<file path="src/rtl/product_bcd_pkg.sv">
// Shared types and default sizing for the product-to-BCD converter.
package product_bcd_pkg;

   localparam int WIDTH_DEF  = 16;
   localparam int DIGITS_DEF = 5;
   localparam int CNT_W_DEF  = $clog2(WIDTH_DEF);

   typedef enum logic [1:0] {
      IDLE    = 2'd0,
      CONVERT = 2'd1,
      DONE    = 2'd2
   } state_t;

endpackage

</file>
<file path="src/rtl/product_bcd_converter_if.sv">
// Bundle of the converter's request and result signals.
//
// Handshake: the master raises start while busy is low; the request is
// taken on that rising edge and busy rises on it.  start is ignored while
// busy is high.  done pulses for exactly one cycle on the edge that
// updates valid/negative/bcd/digit_en; the state is already IDLE during
// that cycle, so a start held high in it is accepted.  Result signals
// hold their value between done pulses.
interface product_bcd_converter_if
   import product_bcd_pkg::*;
#(
   parameter int WIDTH  = WIDTH_DEF,
   parameter int DIGITS = DIGITS_DEF
);

   logic                  start;
   logic                  signed_mode;
   logic [WIDTH/2-1:0]    product_hi;
   logic [WIDTH/2-1:0]    product_lo;
   logic                  busy;
   logic                  done;
   logic                  valid;
   logic                  negative;
   logic [4*DIGITS-1:0]   bcd;
   logic [DIGITS-1:0]     digit_en;
   state_t                state;

   modport master (
      output start, signed_mode, product_hi, product_lo,
      input  busy, done, valid, negative, bcd, digit_en, state
   );

   modport slave (
      input  start, signed_mode, product_hi, product_lo,
      output busy, done, valid, negative, bcd, digit_en, state
   );

endinterface

</file>
<file path="src/rtl/bcd_digit_adjust.sv">
// Double-dabble correction for one BCD digit: add 3 when the digit is 5 or
// more, so that the following left shift carries correctly into the next digit.
module bcd_digit_adjust (
   input  logic [3:0] digit,
   output logic [3:0] adjusted
);

   // Add-3 correction applied before each shift.
   always_comb begin
      adjusted = digit;
      if (digit >= 4'd5) begin
         adjusted = digit + 4'd3;
      end
   end

endmodule

</file>
<file path="src/rtl/product_bcd_converter.sv">
// Converts the multiplier's 16-bit product into sign-magnitude packed BCD with
// a sequential double-dabble (one shift per clock).  Results are registered and
// only change on the done cycle, so a display never sees partial values.
module product_bcd_converter
   import product_bcd_pkg::*;
#(
   parameter int WIDTH  = WIDTH_DEF,
   parameter int DIGITS = DIGITS_DEF
) (
   input  logic                     Clk,
   input  logic                     Reset,
   product_bcd_converter_if.slave   bus
);

   localparam int CNT_W = $clog2(WIDTH);
   localparam logic [CNT_W-1:0] LAST_SHIFT = CNT_W'(WIDTH - 1);

   state_t               state_q, state_d;
   logic [CNT_W-1:0]     cnt_q;
   logic [WIDTH-1:0]     mag_q;
   logic                 neg_q;
   logic [4*DIGITS-1:0]  work_q;
   logic [4*DIGITS-1:0]  work_adj;

   logic [WIDTH-1:0]     operand;
   logic                 operand_neg;
   logic [WIDTH-1:0]     operand_mag;

   logic [4*DIGITS-1:0]  bcd_q;
   logic                 negative_q;
   logic [DIGITS-1:0]    digit_en_q;
   logic [DIGITS-1:0]    blank;
   logic                 valid_q;
   logic                 done_q;

   // Sign/magnitude split of the incoming product; the negation is done in
   // WIDTH bits unsigned so the most negative value maps to 2^(WIDTH-1).
   always_comb begin
      operand     = {bus.product_hi, bus.product_lo};
      operand_neg = bus.signed_mode & operand[WIDTH-1];
      operand_mag = operand_neg ? (~operand + 1'b1) : operand;
   end

   for (genvar g = 0; g < DIGITS; g++) begin : g_adj
      bcd_digit_adjust u_adj (
         .digit    (work_q[4*g +: 4]),
         .adjusted (work_adj[4*g +: 4])
      );
   end

   // Leading-zero blanking: a digit is shown if it or any higher digit is
   // non-zero; the units digit is always shown so zero reads as "0".
   always_comb begin
      logic any_nz;
      any_nz = 1'b0;
      blank  = '0;
      for (int i = DIGITS - 1; i >= 0; i--) begin
         any_nz   = any_nz | (work_q[4*i +: 4] != 4'd0);
         blank[i] = any_nz;
      end
      blank[0] = 1'b1;
   end

   // State register.
   always_ff @(posedge Clk) begin
      if (Reset) begin
         state_q <= IDLE;
      end else begin
         state_q <= state_d;
      end
   end

   // Next-state logic.
   always_comb begin
      state_d = state_q;
      unique case (state_q)
         IDLE:    if (bus.start) state_d = CONVERT;
         CONVERT: if (cnt_q == LAST_SHIFT) state_d = DONE;
         DONE:    state_d = IDLE;
         default: state_d = IDLE;
      endcase
   end

   // Working registers and result registers.
   always_ff @(posedge Clk) begin
      if (Reset) begin
         cnt_q      <= '0;
         mag_q      <= '0;
         neg_q      <= 1'b0;
         work_q     <= '0;
         bcd_q      <= '0;
         negative_q <= 1'b0;
         digit_en_q <= '0;
         valid_q    <= 1'b0;
         done_q     <= 1'b0;
      end else begin
         done_q <= 1'b0;
         unique case (state_q)
            IDLE: begin
               if (bus.start) begin
                  mag_q  <= operand_mag;
                  neg_q  <= operand_neg;
                  work_q <= '0;
                  cnt_q  <= '0;
               end
            end
            CONVERT: begin
               {work_q, mag_q} <= {work_adj[4*DIGITS-2:0], mag_q, 1'b0};
               cnt_q           <= cnt_q + 1'b1;
            end
            DONE: begin
               bcd_q      <= work_q;
               negative_q <= neg_q;
               digit_en_q <= blank;
               valid_q    <= 1'b1;
               done_q     <= 1'b1;
            end
            default: ;
         endcase
      end
   end

   assign bus.busy     = (state_q != IDLE);
   assign bus.done     = done_q;
   assign bus.valid    = valid_q;
   assign bus.negative = negative_q;
   assign bus.bcd      = bcd_q;
   assign bus.digit_en = digit_en_q;
   assign bus.state    = state_q;

endmodule

</file>
<file path="src/flat_wrapper.sv">
// flat-port wrapper written by rule: the top's interface ports become plain ports
module product_bcd_converter_flat import product_bcd_pkg::*;
#(
   parameter int WIDTH  = WIDTH_DEF,
   parameter int DIGITS = DIGITS_DEF
)
  (Clk, Reset, bus_start, bus_signed_mode, bus_product_hi, bus_product_lo, bus_busy, bus_done, bus_valid, bus_negative, bus_bcd, bus_digit_en, bus_state);
  product_bcd_converter_if #(.WIDTH(WIDTH), .DIGITS(DIGITS)) bus_i ();
  input  logic Clk;
  input  logic Reset;
  input wire logic [$bits(bus_i.start)-1:0] bus_start;
  input wire logic [$bits(bus_i.signed_mode)-1:0] bus_signed_mode;
  input wire logic [$bits(bus_i.product_hi)-1:0] bus_product_hi;
  input wire logic [$bits(bus_i.product_lo)-1:0] bus_product_lo;
  output wire logic [$bits(bus_i.busy)-1:0] bus_busy;
  output wire logic [$bits(bus_i.done)-1:0] bus_done;
  output wire logic [$bits(bus_i.valid)-1:0] bus_valid;
  output wire logic [$bits(bus_i.negative)-1:0] bus_negative;
  output wire logic [$bits(bus_i.bcd)-1:0] bus_bcd;
  output wire logic [$bits(bus_i.digit_en)-1:0] bus_digit_en;
  output wire logic [$bits(bus_i.state)-1:0] bus_state;
  assign bus_i.start = bus_start;
  assign bus_i.signed_mode = bus_signed_mode;
  assign bus_i.product_hi = bus_product_hi;
  assign bus_i.product_lo = bus_product_lo;
  assign bus_busy = bus_i.busy;
  assign bus_done = bus_i.done;
  assign bus_valid = bus_i.valid;
  assign bus_negative = bus_i.negative;
  assign bus_bcd = bus_i.bcd;
  assign bus_digit_en = bus_i.digit_en;
  assign bus_state = bus_i.state;
  product_bcd_converter #(.WIDTH(WIDTH), .DIGITS(DIGITS)) u_core (.Clk(Clk), .Reset(Reset), .bus(bus_i));
endmodule
</file>
<file path="config.mk">
export PLATFORM = sky130hd
export DESIGN_NAME = product_bcd_converter_flat
export DESIGN_NICKNAME = d
export VERILOG_FILES = /design/src/rtl/product_bcd_pkg.sv /design/src/rtl/product_bcd_converter_if.sv /design/src/rtl/bcd_digit_adjust.sv /design/src/rtl/product_bcd_converter.sv /design/src/flat_wrapper.sv
export SDC_FILE = /design/constraint.sdc
export NUM_CORES = 1
export LEC_CHECK = 0
export ABC_AREA = 1
export BUFFER_PORTS_ARGS = -buffer_cell sky130_fd_sc_hd__buf_2
export CORE_MARGIN = 8
export CORE_UTILIZATION = 29
export CTS_CLUSTER_SIZE = 16
export DETAILED_ROUTE_END_ITERATION = 10
export SLEW_MARGIN = 20
export SYNTH_ARGS = -nofsm -noshare
export SYNTH_HDL_FRONTEND = slang
export SYNTH_SLANG_ARGS = --single-unit
</file>
<file path="constraint.sdc">
create_clock -name Clk -period 1.5 [get_ports Clk]
set_input_delay 0.075 -clock Clk [delete_from_list [all_inputs] [get_ports Clk]]
set_output_delay 0.075 -clock Clk [all_outputs]
set_load 0.01 [all_outputs]
</file>
Yosys cells after proc, flatten, opt, wreduce, memory -nomap -nowiden
Index checks and enable logic that the tools add are counted.

operators by class
  multiplexer cells = 16
  $lt $le $gt $ge = 5
  reductions and logical operators = 10
  divide/modulo/power cells = 0
  equal/unequal tests = 5
  bitwise gates (word level) = 5
  shifts and indexed selects = 0
  add/subtract/negate cells = 7
  multipliers = 0

operators by type and width
  kind                                                  number
  case mux 20 bit (2 select lines)                      1
  two-way mux 16 bit                                    2
  case mux 16 bit (2 select lines)                      1
  >= comparator 4 x 3 -> 1 bit (second input constant)  5
  two-way mux 20 bit                                    1
  two-way mux 4 bit                                     5
  adder 16 x 1 -> 16 bit (second input constant)        1
  adder 4 x 2 -> 4 bit (second input constant)          4
  inverter 16 bit                                       1
  nonzero test 4 bit                                    4
  case mux 4 bit (2 select lines)                       1
  AND reduction 2 bit                                   3
  adder 4 x 1 -> 4 bit (second input constant)          1
  == test 4 bit (second input constant)                 1
  two-way mux 2 bit                                     2
  case mux 2 bit (2 select lines)                       1
  nonzero test 2 bit                                    2
  adder 3 x 2 -> 3 bit (second input constant)          1
  two-way mux 3 bit                                     1
  OR 1 bit                                              3
  == test 2 x 1 -> 1 bit (second input constant)        1
  == test 2 bit (second input constant)                 1
  logical NOT 2 bit                                     1
  != test 2 x 1 -> 1 bit (second input constant)        1
  other kinds (3)                                       3

storage, ports and cells
  word-level logic and storage cells = 58
  input bits = 20
  flip-flop bits (word level) = 71
  memories kept = 0
  bits in latches = 0
  ROM bits = 0
  memory bits (writable) = 0

Logic depth before layout (Yosys ltp)
Gate-level depths: netlist of the first run.

  word-level depth = 5
  depth in mapped cells = 9

Modules after synthesis
A second synthesis of the first run with hierarchy kept.

unflattened totals
  cell total of the unflattened synthesis = 494
  area, all modules = 3687.3 µm²

modules (own cells, without submodules)
  module                 cells an instance  seq. area each (µm²)  times used  area an instance (µm²)
  product_bcd_converter  379                1401.3                1           3011.6
  bcd_digit_adjust       23                 0.0                   5           135.1

Worst setup path before layout of the first run
Ideal clock, no wire load.

  kind = reg2reg
  from = reg u_core.work_q[8]
  to = reg u_core.work_q[10]
  arrival time = 1.276 ns
  cell stages (with the launch flop) = 8
  slack = 0.089 ns
  setup time = 0.135 ns
  cells stage by stage = dfxtp_1 > inv_1 > ha_1 > or2_2 > nand3_1 > a21oi_1 > o21ai_0 > a21oi_2

between the ends
  word-level cells in the longest chain between the ends = 3
  elaborated cells between the ends (all ways) = 4
  those cells by class = add/sub: 1; order compare: 1; mux: 2

RTL lines
  element                                                                      RTL line                                        source
  from (decl)                                                                  product_bcd_converter.sv:22                     logic [4*DIGITS-1:0] work_q;
  from (signal assigned)                                                       product_bcd_converter.sv:108                    {work_q, mag_q} <= {work_adj[4*DIGITS-2:0], mag_q, 1'b0};
  adder 4 x 2 -> 4 bit / >= comparator 4 x 3 -> 1 bit (equally long branches)  bcd_digit_adjust.sv:12, bcd_digit_adjust.sv:11
  two-way mux 4 bit *                                                          bcd_digit_adjust.sv:11                          if (digit >= 4'd5) begin
  case mux 20 bit (2 select lines) *                                           product_bcd_converter.sv:98                     unique case (state_q)

Mark *: on every way between the ends. The rest lies on a longest branch, timed or not.
A chain may end at the register's enable or synchronous reset.

Final worst setup path of the first run
  from = reg u_core.work_q[16]
  to = reg u_core.work_q[18]

between the ends
  word-level cells in the longest chain between the ends = 3
  elaborated cells between the ends (all ways) = 4
  those cells by class = add/sub: 1; order compare: 1; mux: 2

RTL lines
  element                                                                      RTL line
  >= comparator 4 x 3 -> 1 bit / adder 3 x 2 -> 3 bit (equally long branches)  bcd_digit_adjust.sv:11, bcd_digit_adjust.sv:12
  two-way mux 3 bit *                                                          bcd_digit_adjust.sv:11
  case mux 20 bit (2 select lines) *                                           product_bcd_converter.sv:98

Marked as above.

==> impl_metrics.ini, run 1 <==
[synthesis]
synth_seq_cells = 70
synth-simple-area-share = 0.222
synthMuxAreaShare = 0
synth_edf_count = 0
synth.top_cell.area_share = 0.402
synth_fa_ha_area_frac = 0.0575
yosys.area.top_type = dfxtp_1
postSynth.asyncResetShare = 0
syn_inst = 465
synth_compound_area_frac = 0.218
synthTopCellsByCount = 70 x dfxtp_1, 70 x nand2_1, 53 x a21oi_1
syn-num-nets = 501
ys.flop_type = dfxtp_1
synthesis.area_sq_mm = 0.00348
yosys_warnings = 0
synth-xor-area-share = 0.0126
syn_area_per_cell_sq_um = 7.49
ys_top_cells_by_area = dfxtp_1 40%, a21oi_1 7.6%, nand2_1 7.5%, o21ai_0 6.0%, ha_1 5.7%
seq_area_frac_synth = 0.402
synth_top_family_by_area = simple AND/OR/NAND/NOR gates
synthDistinctLibCells = 33

[layout]
post-route-util = 0.370
fin_nets = 568
drive_gt1_frac = 0.263
diodes = 0
multi_input_comb_area_sq_mm = 0.00181
fin_cells = 684
regArea_sq_mm = 0.00140
area_delta_synth_final_pct = 25.8
fill_cells = 1244

[pwr]
switchingPower_w = 0.00111
seqPwrFrac = 0.433
p_leak_nw = 1.92
p_sw_frac = 0.247
power.internal_w = 0.00336
power_density_mw_per_mm2 = 1020
p_clk_frac = 0.470
irDropWorstVdd_mv = 0.565
power_frac_comb = 0.097

[detailed_routing]
route.detailed.drc = 0
drt-pass1-iter-count = 4
drt_wl_total_um = 8780
drt_iter0_markers = 202
num_vias = 3225
ant_nets = 0
viasPerCell = 4.71
wl_per_cell_um = 12.8

[floorplan]
dieArea_sq_mm = 0.0158
core_area_sq_mm = 0.0119
start_util = 0.294
die_w_um = 126
rows = 40
num_io_pins = 51
die_y_um = 126

[critical_path]
worstPathMaxFanout = 4
crit_slowest_cell = dfxtp_1
required_ns = 1.72
r2r_end = u_core.work_q[18]
critPathLaunchType = flip-flop
slowest_delay_ns = 0.34
path_depth = 7
r2r_cells = 7
path_class = flip-flop to flip-flop
r2r_setup_slack_ns = 0.07
cp-end-kind = flip-flop
cp_data_arrival_time_ns = 1.64
critical_path_buf_inv_count = 1
critical_path.top_delay_family = simple AND/OR/NAND/NOR gates
path_cells = inv_1, ha_1, or2_2, nand3_2, a21oi_1, o21ai_1, a21oi_2
r2r-start = u_core.work_q[16]

[grt]
grt_max_degree = 44
grt_pass1_vias = 3261
grt_antenna_before_repair = 0
grt.overflow.total = 0
grt_usage = 0.114
grt_pass1_wl_um = 15000

[worst_hold_path]
hold_depth = 3
hp-start = bus_product_hi[5]
min_path_type = input pin to flip-flop
hold_end = u_core.mag_q[13]

[place]
dp_hpwl_um = 6470
port-buffer-count = 50
gp_congestion = 0.837
dp_slack_ns = 0.0351
dpl.cell_count = 668

[status]
status = complete, no violations

[sta]
finalSetupViolCount = 0
post-route-period-util = 0.953
final_hold_viol_count = 0
rsz0062_at_grt = true
skew_ns = 0.00605
maxSlewViolCount = 0
period_minus_slack_ns = 1.43
worst_slack_ns = 0.0704
max_freq_mhz = 700
slew-limit-headroom = 0.830
tightestPinTransition_ns = 0.255

[clock_tree]
numCtsBuffers = 9
clock_sinks = 70
root_buffer = clkbuf_16
clockBufferDepth = 2
cts_tree = built
clkTransAtPathRegs_ns = 0.06
worstSkewPairLatency_ns = 0.33
cts_max_level = 3
holdBufCountCts = 0

[run]
cap_violations = 0
==> cells in the final DEF, fill, tap and decap left out, types with 8 or more instances in the layout <==
cell,count
nand2_2,10
a21oi_1,53
nand3_1,35
a21oi_2,10
buf_4,25
inv_1,38
o21ai_0,40
a22oi_1,15
buf_2,50
nand2_1,70
inv_2,8
nor2_1,36
dfxtp_1,68
ha_1,16
clkbuf_16,9
==> cells by family after synthesis <==
logic type      Yosys count
simple gates            173
fa+ha+maj                16
flops                    70
buf+inv                  69
xor+xnor                  5
compound gates          132
==> per-stage QoR <==
step                      total power, W  setup TNS [ns]  area (sq um)  hold slack (ns)
after global routing             0.00466        -0.00976          4380           0.0861
after floorplan                  0.00228               0          3480            0.233
after CTS                        0.00454               0          4350           0.0299
after global placement           0.00241               0          4060            0.377
after detailed placement         0.00242               0          4060            0.376
final                            0.00447               0          4380           0.0465
==> worst max path at each step <==
stage | endpoint | slack [ns] | from
finish | u_core.work_q[18] | 0.07 | u_core.work_q[16]
CTS | u_core.work_q[10] | 0.02 | u_core.work_q[9]
global placement | u_core.work_q[10] | 0.08 | u_core.work_q[9]
global route | u_core.work_q[18] | -0.007 | u_core.work_q[16]
floorplan | u_core.work_q[10] | 0.09 | u_core.work_q[8]
detailed placement | u_core.work_q[2] | 0.04 | u_core.work_q[1]
==> final cells by class <==
class / count / share of cell area
repair buffers: 79 / 0.118
well taps: 147 / 0.0420
multi-input cells: 326 / 0.412
clock buffers: 9 / 0.0514
inverters: 46 / 0.0394
clock inverters: 7 / 0.0168
flip-flops and latches: 70 / 0.320
==> tightest hold or removal path: cells and delay by family <==
kind / cells / cell delay (ns)
buffers and inverters: 1 / 0.11
AOI/OAI and AO/OA: 2 / 0.15
==> power by group through the flow <==
stage               Sequential, W  Combinational (W)  Clock, W
floorplan                 0.00197           0.000305         0
global placement          0.00197           0.000436         0
finish                    0.00194           0.000433   0.00210
global route              0.00194           0.000484   0.00224
detailed placement        0.00198           0.000439         0
CTS                       0.00194           0.000440   0.00216
==> sequential cells by signal, indices dropped and copies added (netlist names) <==
register and cells:
u_core.bus.bcd 20, u_core.bus.digit_en 5, u_core.bus.done 1, u_core.bus.negative 1
u_core.bus.state 2, u_core.cnt_q 4, u_core.mag_q 16, u_core.neg_q 1
u_core.work_q 20
==> routing by layer <==
layer | wire length (um) | global-route usage | part of all wire
met5 | 0 | 0 | 0
met4 | 140 | 0.0458 | 0.016
met3 | 378 | 0.0302 | 0.043
met2 | 4290 | 0.200 | 0.49
met1 | 3970 | 0.128 | 0.45
==> timing repair <==
item,CTS,global route
setup buffers,0,0
gates resized for setup,0,13
endpoints found under the setup margin,0,13
Note: power is estimated with default switching activity, not from simulation.
==> run 2, diff against run 1 <==
REMOVE_ABC_BUFFERS = 1   (was unset)
==> impl_metrics.ini, run 2 (synthesis gave the netlist of run 1 again) <==
[clock_tree]
numCtsBuffers = 9
cts_max_level = 3
root_buffer = clkbuf_16
holdBufCountCts = 0
worstSkewPairLatency_ns = 0.33
clockBufferDepth = 2
clock_sinks = 70
clkTransAtPathRegs_ns = 0.05
cts_tree = built

[sta]
post-route-period-util = 0.924
maxSlewViolCount = 0
skew_ns = 0.00652
tightestPinTransition_ns = 0.506
slew-limit-headroom = 0.662
max_freq_mhz = 721
worst_slack_ns = 0.114
finalSetupViolCount = 0
rsz0062_at_grt = false
final_hold_viol_count = 0
period_minus_slack_ns = 1.39

[grt]
grt.overflow.total = 0
grt_pass1_wl_um = 14600
grt_pass1_vias = 3223
grt_max_degree = 44
grt_usage = 0.111
grt_antenna_before_repair = 0

[place]
dp_slack_ns = -0.0150
dpl.cell_count = 664
dp_hpwl_um = 6310
gp_congestion = 0.820
placed_cell_area_sq_mm = 0.00401
port-buffer-count = 50

[detailed_routing]
drt_wl_total_um = 8510
drt_iter0_markers = 171
drt-pass1-iter-count = 4
route.detailed.drc = 0
wl_per_cell_um = 12.5
viasPerCell = 4.79
ant_nets = 0
num_vias = 3257

[pwr]
irDropWorstVdd_mv = 0.552
p_clk_frac = 0.463
p_sw_frac = 0.235
power_frac_comb = 0.099
seqPwrFrac = 0.437
switchingPower_w = 0.00104
power_density_mw_per_mm2 = 1020
power.internal_w = 0.00339
p_leak_nw = 1.91

[layout]
final_common_cell = nand2_1
fin_nets = 565
fill_cells = 1222
post-route-util = 0.368
postLayoutCellArea_sq_mm = 0.00436
diodes = 0
fin_cells = 680
drive_gt1_frac = 0.265
area_delta_synth_final_pct = 25.1
layout_common_cells = 69 x nand2_1, 63 x dfxtp_1, 53 x a21oi_1, 50 x buf_2

[status]
status = complete, no violations

[critical_path]
cp_data_arrival_time_ns = 1.58
path_class = flip-flop to flip-flop
cp-end-kind = flip-flop
r2r_setup_slack_ns = 0.11
required_ns = 1.70
worstPathMaxFanout = 4
critPathLaunchType = flip-flop

[floorplan]
num_io_pins = 51
die_y_um = 126
die_w_um = 126
start_util = 0.294
dieArea_sq_mm = 0.0158
rows = 40
core_area_sq_mm = 0.0119

[worst_hold_path]
min_path_type = input pin to flip-flop

[run]
cap_violations = 0
==> run 2: changes by cell type in the layout (fill, tap and decap cells not counted), moves of 2 or more <==
cell      delta
inv_4        +2
dfxtp_1      -5
buf_4        -2
clkinv_4     -2
dfxtp_2      +4
inv_2        -3
o21ai_1      +2
==> run 2: what timing repair did <==
| action | CTS | global route |
|---|---|---|
| resized for setup | 1 | 22 |
| endpoints found under the setup margin | 2 | 20 |
| buffers inserted | 0 | 1 |
| hold endpoints to repair | 0 | 0 |
| pin swaps | 0 | 2 |
==> run 2: final timing paths <==
check | from | cells past startpoint | endpoint
min reg2reg | u_core.work_q[19] | 2 | u_core.work_q[19]
max | u_core.work_q[16] | 7 | u_core.work_q[18]
max reg2reg | u_core.work_q[16] | 7 | u_core.work_q[18]
min | bus_product_hi[5] | 3 | u_core.mag_q[13]
==> run 2: stage by stage <==
stage | hold WS, ns | TNS [ns] | power, W
final | 0.0425 | 0 | 0.00443
after global routing | 0.0494 | 0 | 0.00465
after CTS | 0.0339 | 0 | 0.00450
after detailed placement | 0.379 | -0.0150 | 0.00242
after global placement | 0.369 | 0 | 0.00242
after floorplan | 0.137 | -22.98 | 0.00221
==> run 2: critical path, stage by stage (launching register included) <==
cell and delay (ns):
dfxtp_1 0.34, inv_2 0.06, ha_1 0.20, or2_2 0.33, nand3_2 0.08, a21oi_1 0.06
o21ai_0 0.11, a21oi_2 0.08
==> run 2: metal layers <==
metal,part of all wire,GRT usage,vias to the layer above
li1,-,-,1690
met1,0.47,0.131,1482
met2,0.46,0.185,75
met3,0.056,0.0353,10
met4,0.013,0.0408,0
met5,0,0,-
==> run 2: cell type report <==
cell class                 instances  area (sq um)  share of cell area
sequential                        70          1410               0.324
clock inverter                     4          47.5              0.0109
timing repair buffer              76           483               0.111
clock buffer                      11           243              0.0557
inverter                          46           178              0.0408
tap                              147           184              0.0422
multi-input combinational        326          1810               0.416
==> run 2: power groups by stage <==
| stage | Sequential (W) | Clock (W) | Combinational, W |
|---|---|---|---|
| after floorplan | 0.00197 | 0 | 0.000241 |
| after global placement | 0.00198 | 0 | 0.000440 |
| after detailed placement | 0.00198 | 0 | 0.000444 |
| after CTS | 0.00194 | 0.00212 | 0.000445 |
| after global routing | 0.00194 | 0.00221 | 0.000498 |
| final | 0.00194 | 0.00205 | 0.000440 |
==> run 3, diff against run 2 <==
clock period = 1.25 ns   (was 1.5 ns; I/O delays follow)
==> impl_metrics.ini, run 3 (synthesis gave the netlist of run 1 again) <==
[sta]
skew_ns = 0.00890
worst_slack_ns = -0.0590
slew-limit-headroom = 0.810
hold_ws_ns = 0.0356
maxSlewViolCount = 0
finalSetupViolCount = 30
max_freq_mhz = 764
period_minus_slack_ns = 1.31
rsz0062_at_grt = true
final_hold_viol_count = 0
tightestPinTransition_ns = 0.284
tns_ns = -0.861
post-route-period-util = 1.05

[place]
port-buffer-count = 50
dp_hpwl_um = 6480
gp_congestion = 0.827
placed_cell_area_sq_mm = 0.00428

[pwr]
seqPwrFrac = 0.408
power.internal_w = 0.00423
p_leak_nw = 2.32
power_density_mw_per_mm2 = 1080
total_power_w = 0.00573
irDropWorstVdd_mv = 0.684
power_frac_comb = 0.144
p_clk_frac = 0.448
p_sw_frac = 0.261
switchingPower_w = 0.00150

[grt]
grt_pass1_vias = 3351
grt_usage = 0.119
grt_max_degree = 44
grt.overflow.total = 0
grt_antenna_before_repair = 0
grt_pass1_wl_um = 15600

[floorplan]
core_area_sq_mm = 0.0119
start_util = 0.294
rows = 40
die_y_um = 126
dieArea_sq_mm = 0.0158
die_w_um = 126
num_io_pins = 51

[critical_path]
worstPathMaxFanout = 7
cp_data_arrival_time_ns = 1.58
path_class = flip-flop to flip-flop
critPathLaunchType = flip-flop
required_ns = 1.52
r2r_setup_slack_ns = -0.06
cp-end-kind = flip-flop

[clock_tree]
worstSkewPairLatency_ns = 0.33
cts_tree = built
clockBufferDepth = 2
clock_sinks = 70
cts_max_level = 3
clkTransAtPathRegs_ns = 0.06
root_buffer = clkbuf_16
holdBufCountCts = 0
numCtsBuffers = 9

[run]
cap_violations = 0

[detailed_routing]
drt_wl_total_um = 10100
drt-pass1-iter-count = 4
drt_iter0_markers = 232
viasPerCell = 4.83
route.detailed.drc = 0
num_vias = 3533
wl_per_cell_um = 13.9
ant_nets = 0

[layout]
diodes = 0
post-route-util = 0.447
drive_gt1_frac = 0.454
final_common_cell = dfxtp_1
area_delta_synth_final_pct = 52.1
fin_nets = 615
layout_common_cells = 58 x dfxtp_1, 54 x nand2_1, 54 x buf_4, 50 x buf_2, 42 x a21oi_1
postLayoutCellArea_sq_mm = 0.00530
fill_cells = 1117

[status]
violations = setup timing
status = finished, violations left

[worst_hold_path]
min_path_type = input pin to flip-flop
## run 3: final timing paths
path | start | depth (start not counted) | endpoint
setup / recovery | u_core.bus.state[0] | 8 | u_core.work_q[14]
hold / removal | bus_product_hi[5] | 3 | u_core.mag_q[13]
setup reg to reg | u_core.bus.state[0] | 8 | u_core.work_q[14]
hold reg to reg | u_core.work_q[19] | 2 | u_core.work_q[19]
## run 3: repair_timing
item	CTS	global route
cloned	0	4
buffers inserted	6	5
pin swaps	23	50
setup endpoints to repair	43	44
resized for setup	57	101
## run 3: cell type report
| cell class | instances | area (sq um) | area share |
|---|---|---|---|
| clock inverter | 6 | 72.6 | 0.0137 |
| timing repair buffer | 126 | 982 | 0.185 |
| tap | 147 | 184 | 0.0347 |
| sequential | 70 | 1420 | 0.268 |
| clock buffer | 10 | 229 | 0.0432 |
| multi-input combinational | 326 | 2210 | 0.417 |
| inverter | 46 | 198 | 0.0373 |
## run 3: worst max-delay path: stages (launching register included)
cell and delay (ns):
dfxtp_2 0.34, inv_4 0.09, nor2_4 0.05, buf_12 0.13
nor2_4 0.14, buf_12 0.14, clkbuf_16 0.15, nand2_2 0.06
a21oi_2 0.15
## run 3: power by group through the flow
stage | Sequential (W) | Clock [W] | Combinational, W
after floorplan | 0.00237 | 0 | 0.000289
after global placement | 0.00237 | 0 | 0.000558
after detailed placement | 0.00237 | 0 | 0.000567
after CTS | 0.00232 | 0.00261 | 0.000578
after global routing | 0.00234 | 0.00271 | 0.000898
final | 0.00234 | 0.00256 | 0.000827
## run 3: routing by layer
| layer | part of all wire | track usage | up-vias | routed length (um) |
|---|---|---|---|---|
| li1 | - | - | 1791 | - |
| met3 | 0.045 | 0.0348 | 16 | 458 |
| met1 | 0.44 | 0.146 | 1648 | 4480 |
| met2 | 0.49 | 0.195 | 78 | 5000 |
| met5 | 0 | 0 | - | 0 |
| met4 | 0.018 | 0.0365 | 0 | 187 |
## run 3: metrics by stage
step           setup slack [ns]  instances
2_1_floorplan             -1.16        442
3_3_place_gp             -0.175        700
3_5_place_dp             -0.188        700
4_1_cts                 -0.0216        722
5_1_grt                  -0.110        731
6_report                -0.0590        731
